===== src/rtl/sipo_rx_reg_pkg.sv =====
// Shared constants and types for the serial-in / parallel-out receiver.
// Bit-order selectors, holding-register state encoding, counter sizing helper.
package sipo_rx_reg_pkg;

  localparam bit MSB_FIRST_ORD = 1'b1;
  localparam bit LSB_FIRST_ORD = 1'b0;

  typedef enum logic {
    HOLD_EMPTY = 1'b0,
    HOLD_FULL  = 1'b1
  } hold_state_e;

  // Width of a counter that indexes bits 0..width-1 (never narrower than 1).
  function automatic int cnt_w(input int width);
    return (width > 2) ? $clog2(width) : 1;
  endfunction

endpackage


===== src/rtl/sipo_rx_reg_if.sv =====
// Serial input and parallel valid/ready output bundle of the receiver.
// master drives the serial link and consumes words; slave is the receiver.
interface sipo_rx_reg_if #(
  parameter int WIDTH = 4
);
  import sipo_rx_reg_pkg::*;

  localparam int CW = cnt_w(WIDTH);

  logic             ser_in;
  logic             ser_valid;
  logic [WIDTH-1:0] word_out;
  logic             word_valid;
  logic             word_ready;
  logic [CW-1:0]    bit_cnt;
  logic             overrun;
  logic             ovr_clr;

  modport master (
    output ser_in, ser_valid, word_ready, ovr_clr,
    input  word_out, word_valid, bit_cnt, overrun
  );

  modport slave (
    input  ser_in, ser_valid, word_ready, ovr_clr,
    output word_out, word_valid, bit_cnt, overrun
  );

endinterface


===== src/rtl/sipo_rx_reg_hold_reg.sv =====
// WIDTH-bit parallel-load register: per-bit load mux feeding a DFF with
// synchronous active-high reset.
module sipo_rx_reg_hold_reg #(
  parameter int WIDTH = 4
) (
  input  logic             clk,
  input  logic             rst,
  input  logic             load_i,
  input  logic [WIDTH-1:0] d_i,
  output logic [WIDTH-1:0] q_o
);

  logic [WIDTH-1:0] q_q;

  for (genvar b = 0; b < WIDTH; b++) begin : g_bit
    logic bit_d;
    assign bit_d = load_i ? d_i[b] : q_q[b];
    always_ff @(posedge clk) begin
      if (rst) q_q[b] <= 1'b0;
      else     q_q[b] <= bit_d;
    end
  end

  assign q_o = q_q;

endmodule


===== src/rtl/sipo_rx_reg.sv =====
// Serial-in / parallel-out receiver: shifts one bit per ser_valid strobe and
// offers each completed word through a one-deep valid/ready holding register.
module sipo_rx_reg
  import sipo_rx_reg_pkg::*;
#(
  parameter int WIDTH     = 4,
  parameter bit MSB_FIRST = MSB_FIRST_ORD
) (
  input  logic         clk,
  input  logic         rst,
  sipo_rx_reg_if.slave bus
);

  localparam int CW = cnt_w(WIDTH);
  localparam logic [CW-1:0] LAST_CNT = CW'(WIDTH - 1);

  logic [WIDTH-1:0] sh_q, sh_d;
  logic [CW-1:0]    cnt_q, cnt_d;
  hold_state_e      st_q;
  logic             ovr_q;
  logic             comp;
  logic             load;

  always_comb begin
    sh_d  = sh_q;
    cnt_d = cnt_q;
    comp  = bus.ser_valid && (cnt_q == LAST_CNT);
    if (bus.ser_valid) begin
      if (MSB_FIRST == MSB_FIRST_ORD) sh_d = {sh_q[WIDTH-2:0], bus.ser_in};
      else                            sh_d = {bus.ser_in, sh_q[WIDTH-1:1]};
      cnt_d = comp ? '0 : cnt_q + CW'(1);
    end
  end

  // A completed word is taken when the holder is free or drained this cycle.
  assign load = comp && ((st_q == HOLD_EMPTY) || bus.word_ready);

  always_ff @(posedge clk) begin
    if (rst) begin
      sh_q  <= '0;
      cnt_q <= '0;
      st_q  <= HOLD_EMPTY;
      ovr_q <= 1'b0;
    end else begin
      sh_q  <= sh_d;
      cnt_q <= cnt_d;
      case (st_q)
        HOLD_EMPTY: if (comp) st_q <= HOLD_FULL;
        HOLD_FULL:  if (bus.word_ready && !comp) st_q <= HOLD_EMPTY;
        default:    st_q <= HOLD_EMPTY;
      endcase
      // A drop in the same cycle as a clear leaves the flag set.
      if ((st_q == HOLD_FULL) && !bus.word_ready && comp) ovr_q <= 1'b1;
      else if (bus.ovr_clr)                                ovr_q <= 1'b0;
    end
  end

  sipo_rx_reg_hold_reg #(.WIDTH(WIDTH)) u_hold (
    .clk    (clk),
    .rst    (rst),
    .load_i (load),
    .d_i    (sh_d),
    .q_o    (bus.word_out)
  );

  assign bus.word_valid = (st_q == HOLD_FULL);
  assign bus.bit_cnt    = cnt_q;
  assign bus.overrun    = ovr_q;

endmodule

===== src/flat_wrapper.sv =====
// flat-port wrapper written by rule: the top's interface ports become plain ports
module sipo_rx_reg_flat import sipo_rx_reg_pkg::*;
#(
  parameter int WIDTH     = 4,
  parameter bit MSB_FIRST = MSB_FIRST_ORD
)
  (clk, rst, bus_ser_in, bus_ser_valid, bus_word_ready, bus_ovr_clr, bus_word_out, bus_word_valid, bus_bit_cnt, bus_overrun);
  sipo_rx_reg_if #(.WIDTH(WIDTH)) bus_i ();
  input  logic clk;
  input  logic rst;
  input wire logic [$bits(bus_i.ser_in)-1:0] bus_ser_in;
  input wire logic [$bits(bus_i.ser_valid)-1:0] bus_ser_valid;
  input wire logic [$bits(bus_i.word_ready)-1:0] bus_word_ready;
  input wire logic [$bits(bus_i.ovr_clr)-1:0] bus_ovr_clr;
  output wire logic [$bits(bus_i.word_out)-1:0] bus_word_out;
  output wire logic [$bits(bus_i.word_valid)-1:0] bus_word_valid;
  output wire logic [$bits(bus_i.bit_cnt)-1:0] bus_bit_cnt;
  output wire logic [$bits(bus_i.overrun)-1:0] bus_overrun;
  assign bus_i.ser_in = bus_ser_in;
  assign bus_i.ser_valid = bus_ser_valid;
  assign bus_i.word_ready = bus_word_ready;
  assign bus_i.ovr_clr = bus_ovr_clr;
  assign bus_word_out = bus_i.word_out;
  assign bus_word_valid = bus_i.word_valid;
  assign bus_bit_cnt = bus_i.bit_cnt;
  assign bus_overrun = bus_i.overrun;
  sipo_rx_reg #(.WIDTH(WIDTH), .MSB_FIRST(MSB_FIRST)) u_core (.clk(clk), .rst(rst), .bus(bus_i));
endmodule

===== config.mk =====
export PLATFORM = sky130hd
export DESIGN_NAME = sipo_rx_reg_flat
export DESIGN_NICKNAME = d
export VERILOG_FILES = /design/src/rtl/sipo_rx_reg_pkg.sv /design/src/rtl/sipo_rx_reg_if.sv /design/src/rtl/sipo_rx_reg_hold_reg.sv /design/src/rtl/sipo_rx_reg.sv /design/src/flat_wrapper.sv
export SDC_FILE = /design/constraint.sdc
export NUM_CORES = 1
export LEC_CHECK = 0
export CAP_MARGIN = 20
export CORE_AREA = 2 2 39 41
export DETAILED_ROUTE_END_ITERATION = 16
export DIE_AREA = 0 0 41 43
export PLACE_DENSITY = 0.71
export SLEW_MARGIN = 40
export SYNTH_ARGS = -nofsm -noshare
export SYNTH_HDL_FRONTEND = slang
export SYNTH_HIERARCHICAL = 1
export SYNTH_SLANG_ARGS = --single-unit

===== constraint.sdc =====
create_clock -name clk -period 2.72 [get_ports clk]
set_clock_uncertainty 0.15 [all_clocks]
set_input_delay 0.544 -clock clk [delete_from_list [all_inputs] [get_ports clk]]
set_output_delay 0.544 -clock clk [all_outputs]
set_load 0.03 [all_outputs]

# After elaboration in Yosys (flattened, before gate mapping)
# Index checks and enable logic that the tools add are counted.
[word_totals]
elab_cells = 27
in_bits = 6
out_inout_bits = 8
ff_bits = 12
[classes]
mux = 7
eq_ne = 1
addsub = 1
n_bitwise = 1
reduce_logical = 9
[ops]
columns = ["operator", "count"]
rows = [
  ["$logic_and 1x1->1", 5],
  ["$mux 1", 4],
  ["$mux 4", 1],
  ["$add 2x1->2 const B", 1],
  ["$eq 2x2->1 const B", 1],
  ["$logic_not 1->1", 2],
  ["$mux 2", 1],
  ["$pmux 1 s2", 1],
  ["$reduce_bool 2->1", 1],
  ["$logic_or 1x1->1", 1],
  ["$not 1->1", 1],
]

# Longest topological paths before layout
[logic_depth]
depth_word = 6
mapped_depth = 6
mapped_depth_nobuf = 5

# Modules after synthesis
# Netlist, hierarchy kept.
[by_module_without_submodules]
columns = ["mod", "seq_area_each_um2", "cells_each", "area_each_um2", "instances"]
rows = [
  ["sipo_rx_reg", 160.2, 31, 334.1, 1],
  ["sipo_rx_reg_hold_reg", 80.1, 13, 140.1, 1],
]

# Worst setup path before layout
# No wires, ideal clock.
[synth_path]
kind = "flip-flop to flip-flop"
start = "register u_core.cnt_q[0], in the netlist u_core/bus.bit_cnt[0]"
end = "register u_core.u_hold.q_q[0], in the netlist u_core/u_hold/q_o[0]"
period_less_slack_ps = 1577
n_path_buf = 1
path_slack_ps = 1143
arrival_time_ps = 1313
setup_ps = 115
required_time_ps = 2455
stages_incl_launch_ff = 7
path_cell_list = "dfxtp_1 ha_1 nand2_1 nor2b_1 clkbuf_2 mux2i_1 nor2_1"
[synth_between]
elab_chain_cells = 3
[synth_rtl]
columns = ["item", "line_no", "rtl"]
rows = [
  ["from (decl)", "sipo_rx_reg.sv:18", "logic [CW-1:0] cnt_q, cnt_d;"],
  ["from (signal assigned)", "sipo_rx_reg.sv:46", "cnt_q <= cnt_d;"],
  ["$eq 2x2->1", "sipo_rx_reg.sv:27", "comp = bus.ser_valid && (cnt_q == LAST_CNT);"],
  ["$logic_and 1x1->1", "sipo_rx_reg.sv:27", ""],
  ["$logic_and 1x1->1", "sipo_rx_reg.sv:36", "assign load = comp && ((st_q == HOLD_EMPTY) || bus.word_ready);"],
  ["via u_core.load", "sipo_rx_reg.sv:22", "logic load;"],
  ["to (signal, indexed assignment)", "sipo_rx_reg_hold_reg.sv:20", "else q_q[b] <= bit_d;"],
  ["to (decl)", "sipo_rx_reg_hold_reg.sv:13", "logic [WIDTH-1:0] q_q;"],
]
# The timed path passes the listed nets, and every way through them passes these cells.
# A chain may end at the register's enable or synchronous reset.

# Final worst setup path
[layout_path]
start = "register u_core.cnt_q[0], in the netlist u_core/bus.bit_cnt[0]"
end = "output bus_bit_cnt[0]"
[layout_lines]
columns = ["item", "line_no", "rtl"]
rows = [
  ["to (decl)", "flat_wrapper.sv:17", "output wire logic [$bits(bus_i.bit_cnt)-1:0] bus_bit_cnt;"],
]
# No word-level cell between the ends.

==> summary.txt <==
Clocking
  – TritonCTS clock tree: yes
  – CTS Buf Count: 3
  – H-tree levels: 1
  – Post-CTS Resized: 0
  – Post-CTS Hold Buffers: 0
  – Longest Clk Path Bufs: 2
  – Worst-path clk slew: roughly 0.070 ns
  – Sink Count: 12
  – Clk_lat worst skew: around 0.26 ns
  – # Post-CTS Setup Buffers: 0
  – Clock root cell: clkbuf_4

STA
  – Hold Vio Cnt, Final: 0
  – Slew Limit Fails: 0
  – Sum Neg Setup Slack: 0 ns
  – Tmin final: approximately 2 ns
  – RSZ-0062 raised after global routing: false
  – Max-Slew Margin vs Limit: 0.6979
  – Setup-failing EPs final: 0
  – Final period util: 0.7382
  – Setup slack after layout: a little over 0.7 ns
  – Achievable Freq: about 500 MHz
  – Worst-margin pin slew: 0.4523 ns

Drt
  – Post-DR vias/cell: ~4.6
  – Total number of vias: roughly 350
  – Routed Antenna Nets: 0
  – Residual DRC: 0
  – Post-DR wirelength/cell: 10.09 um
  – DRT Wirelength: between 700 and 800 um
  – Starting DRC count in detailed routing: 4
  – TritonRoute pass-1 iters: 3

Worst setup path
  – Slowest cell on crit path: clkdlybuf4s50_1
  – Worst EP required: approximately 2.0 ns
  – Crit-path max FO: 4
  – Setup crit end kind: primary output
  – Startpoint Class: flop
  – Arrival @ worst endpoint: between 1 and 1.5 ns
  – Worst path bufs/invs: 1
  – Largest delay contributor family on the critical path: buffers and inverters
  – Slowest stage delay, CP: 0.68 ns
  – Kind of critical path: flop to primary output
  – CP cell instances: clkdlybuf4s50_1

Logic synthesis
  – Cell taking the most area after synthesis: dfxtp_1
  – Yosys reg bits: 12
  – Mapped Cells: 44
  – Syn Area/Cell: around 11 um2
  – Top cells by area, synth: dfxtp_1, mux2_2, mux2i_1
  – Mapped Nets: between 50 and 60
  – Netlist cell types: 15
  – Yosys warnings: 6
  – Top cell type's share of synthesized area: 0.5066
  – Post-Syn Area: ~470 um2
  – Seq/Total Area, Yosys: 0.5066

Pwr
  – VDD IR-drop max: roughly 210 uV
  – Pleak: ~0.00023 uW
  – Sw Pwr: 69.41 uW
  – Comb pwr share: 0.110
  – Switching Share: 0.2170
  – Sequential share of power: 0.570
  – Pwr dens: around 500 nW/um2
  – P_int: between 200 and 300 uW
  – Clk pwr share: 0.320

Floorplanning
  – Core area: ~1400 um2
  – Core Rows: 14
  – Starting Density: 0.3427
  – Die area: around 1800 um2
  – Die H: between 40 and 50 um
  – Die width: between 40 and 50 um
  – Number of I/O pins: 14

Global routing
  – Grt total ovfl: 0
  – Initial antenna violation count: 0
  – Total track usage: 0.1011
  – Vias in the first global route: 303
  – Largest net degree at the start of global routing: 13
  – First-pass GRT wire length: 1145 um

Min path
  – Worst hold path class: flop to flop

Job
  – Max-cap violations: 0

Outcome
  – Run status: completed

Layout
  – Inserted Diodes: 0
  – Nets: around 70
  – Area delta synth->final: 35.36%
  – Fillers: 143
  – Share of cells above drive strength 1: 0.1525

Place
  – GPL Wtd Cong: between 0.6 and 0.7
  – I/O Buffers: 13
  – Half-perimeter wire length after placement: approximately 570 um
  – Pre-CTS setup slack: around 0.64 ns
## state kept, by name, indices dropped and copies added, names as in the netlist
| register | count |
|---|---|
| u_core/bus.bit_cnt | 2 |
| u_core/sh_q | 4 |
| u_core/bus.overrun | 1 |
| u_core/bus.word_valid | 1 |
| u_core/u_hold/q_o | 4 |
## cells in the final DEF (no fill, tap or decap), types with 3 or more instances in the layout
master,n
dfxtp_1,12
nand2b_1,4
mux2i_1,4
clkdlybuf4s50_1,13
a21oi_1,3
mux2_2,4
nor2_1,4
nor2b_1,5
clkbuf_4,3
## layout make-up
cell class	instances	area (um2)	area share
timing repair buffer	14	137.6	0.2144
sequential	12	240.2	0.3743
tap	16	20.02	0.03119
multi-input combinational	30	221.5	0.3450
clock buffer	3	22.52	0.03509
## power groups by stage
stage | sequential (uW) | clock (uW) | combinational [uW]
after floorplan | 191 | 0 | 14.4
after global placement | 186 | 0 | 34.8
after detailed placement | 186 | 0 | 35.7
after CTS | 182 | 106 | 35.8
after global routing | 183 | 112 | 38.8
final | 182 | 102 | 35.3
## per-stage QoR
stage	util	power (uW)	instance area, um2	hold WS [ns]	cells
2_1_floorplan	-	205.3	474.2	0.4066	44
3_3_place_gp	0.4476	221.2	619.3	0.3135	72
3_5_place_dp	0.4476	222.2	619.3	0.3273	72
4_1_cts	0.4638	324.4	641.9	0.3367	75
5_1_grt	0.4638	334.0	641.9	0.3606	75
6_report	0.4638	319.9	641.9	0.3289	75
## cells by family after synthesis
kind of cell,count (synthesis),share of synthesized area
multiplexers,8,0.1794
adder cells (fa/ha/maj),1,0.02638
flip-flops,12,0.5066
AO/OA/AOI/OAI,4,0.05013
AND/OR/NAND/NOR,17,0.2111
buffers and inverters,2,0.02638
## final timing paths
path                         start                   end  slack [ns]  cells past startpoint
max          u_core/bus.bit_cnt[0]        bus_bit_cnt[0]        0.71                      1
min             u_core/bus.overrun    u_core/bus.overrun        0.33                      2
min reg2reg     u_core/bus.overrun    u_core/bus.overrun        0.33                      2
max reg2reg  u_core/bus.bit_cnt[0]  u_core/u_hold/q_o[3]        1.10                      5
## metal layers
layer / wire length [um] / share of wire / GRT usage
met5: 0 / 0 / 0
met3: 49 / 0.065 / 0.03141
met2: 332 / 0.44 / 0.1469
met1: 359 / 0.47 / 0.1151
met4: 17 / 0.022 / 0.08000
## cell usage after synthesis
| cell type | instances |
|---|---|
| nor2b_1 | 5 |
| nand4b_1 | 1 |
| a21oi_2 | 1 |
| dfxtp_1 | 12 |
| ha_1 | 1 |
| mux2i_1 | 4 |
| buf_4 | 1 |
| nor2_1 | 4 |
| a21oi_1 | 3 |
| mux2_2 | 4 |
| clkbuf_2 | 1 |
| nand2b_1 | 4 |
| nand3b_1 | 1 |
| or3b_1 | 1 |
| nand2_1 | 1 |
No activity file was read; power rests on OpenSTA's default activity.
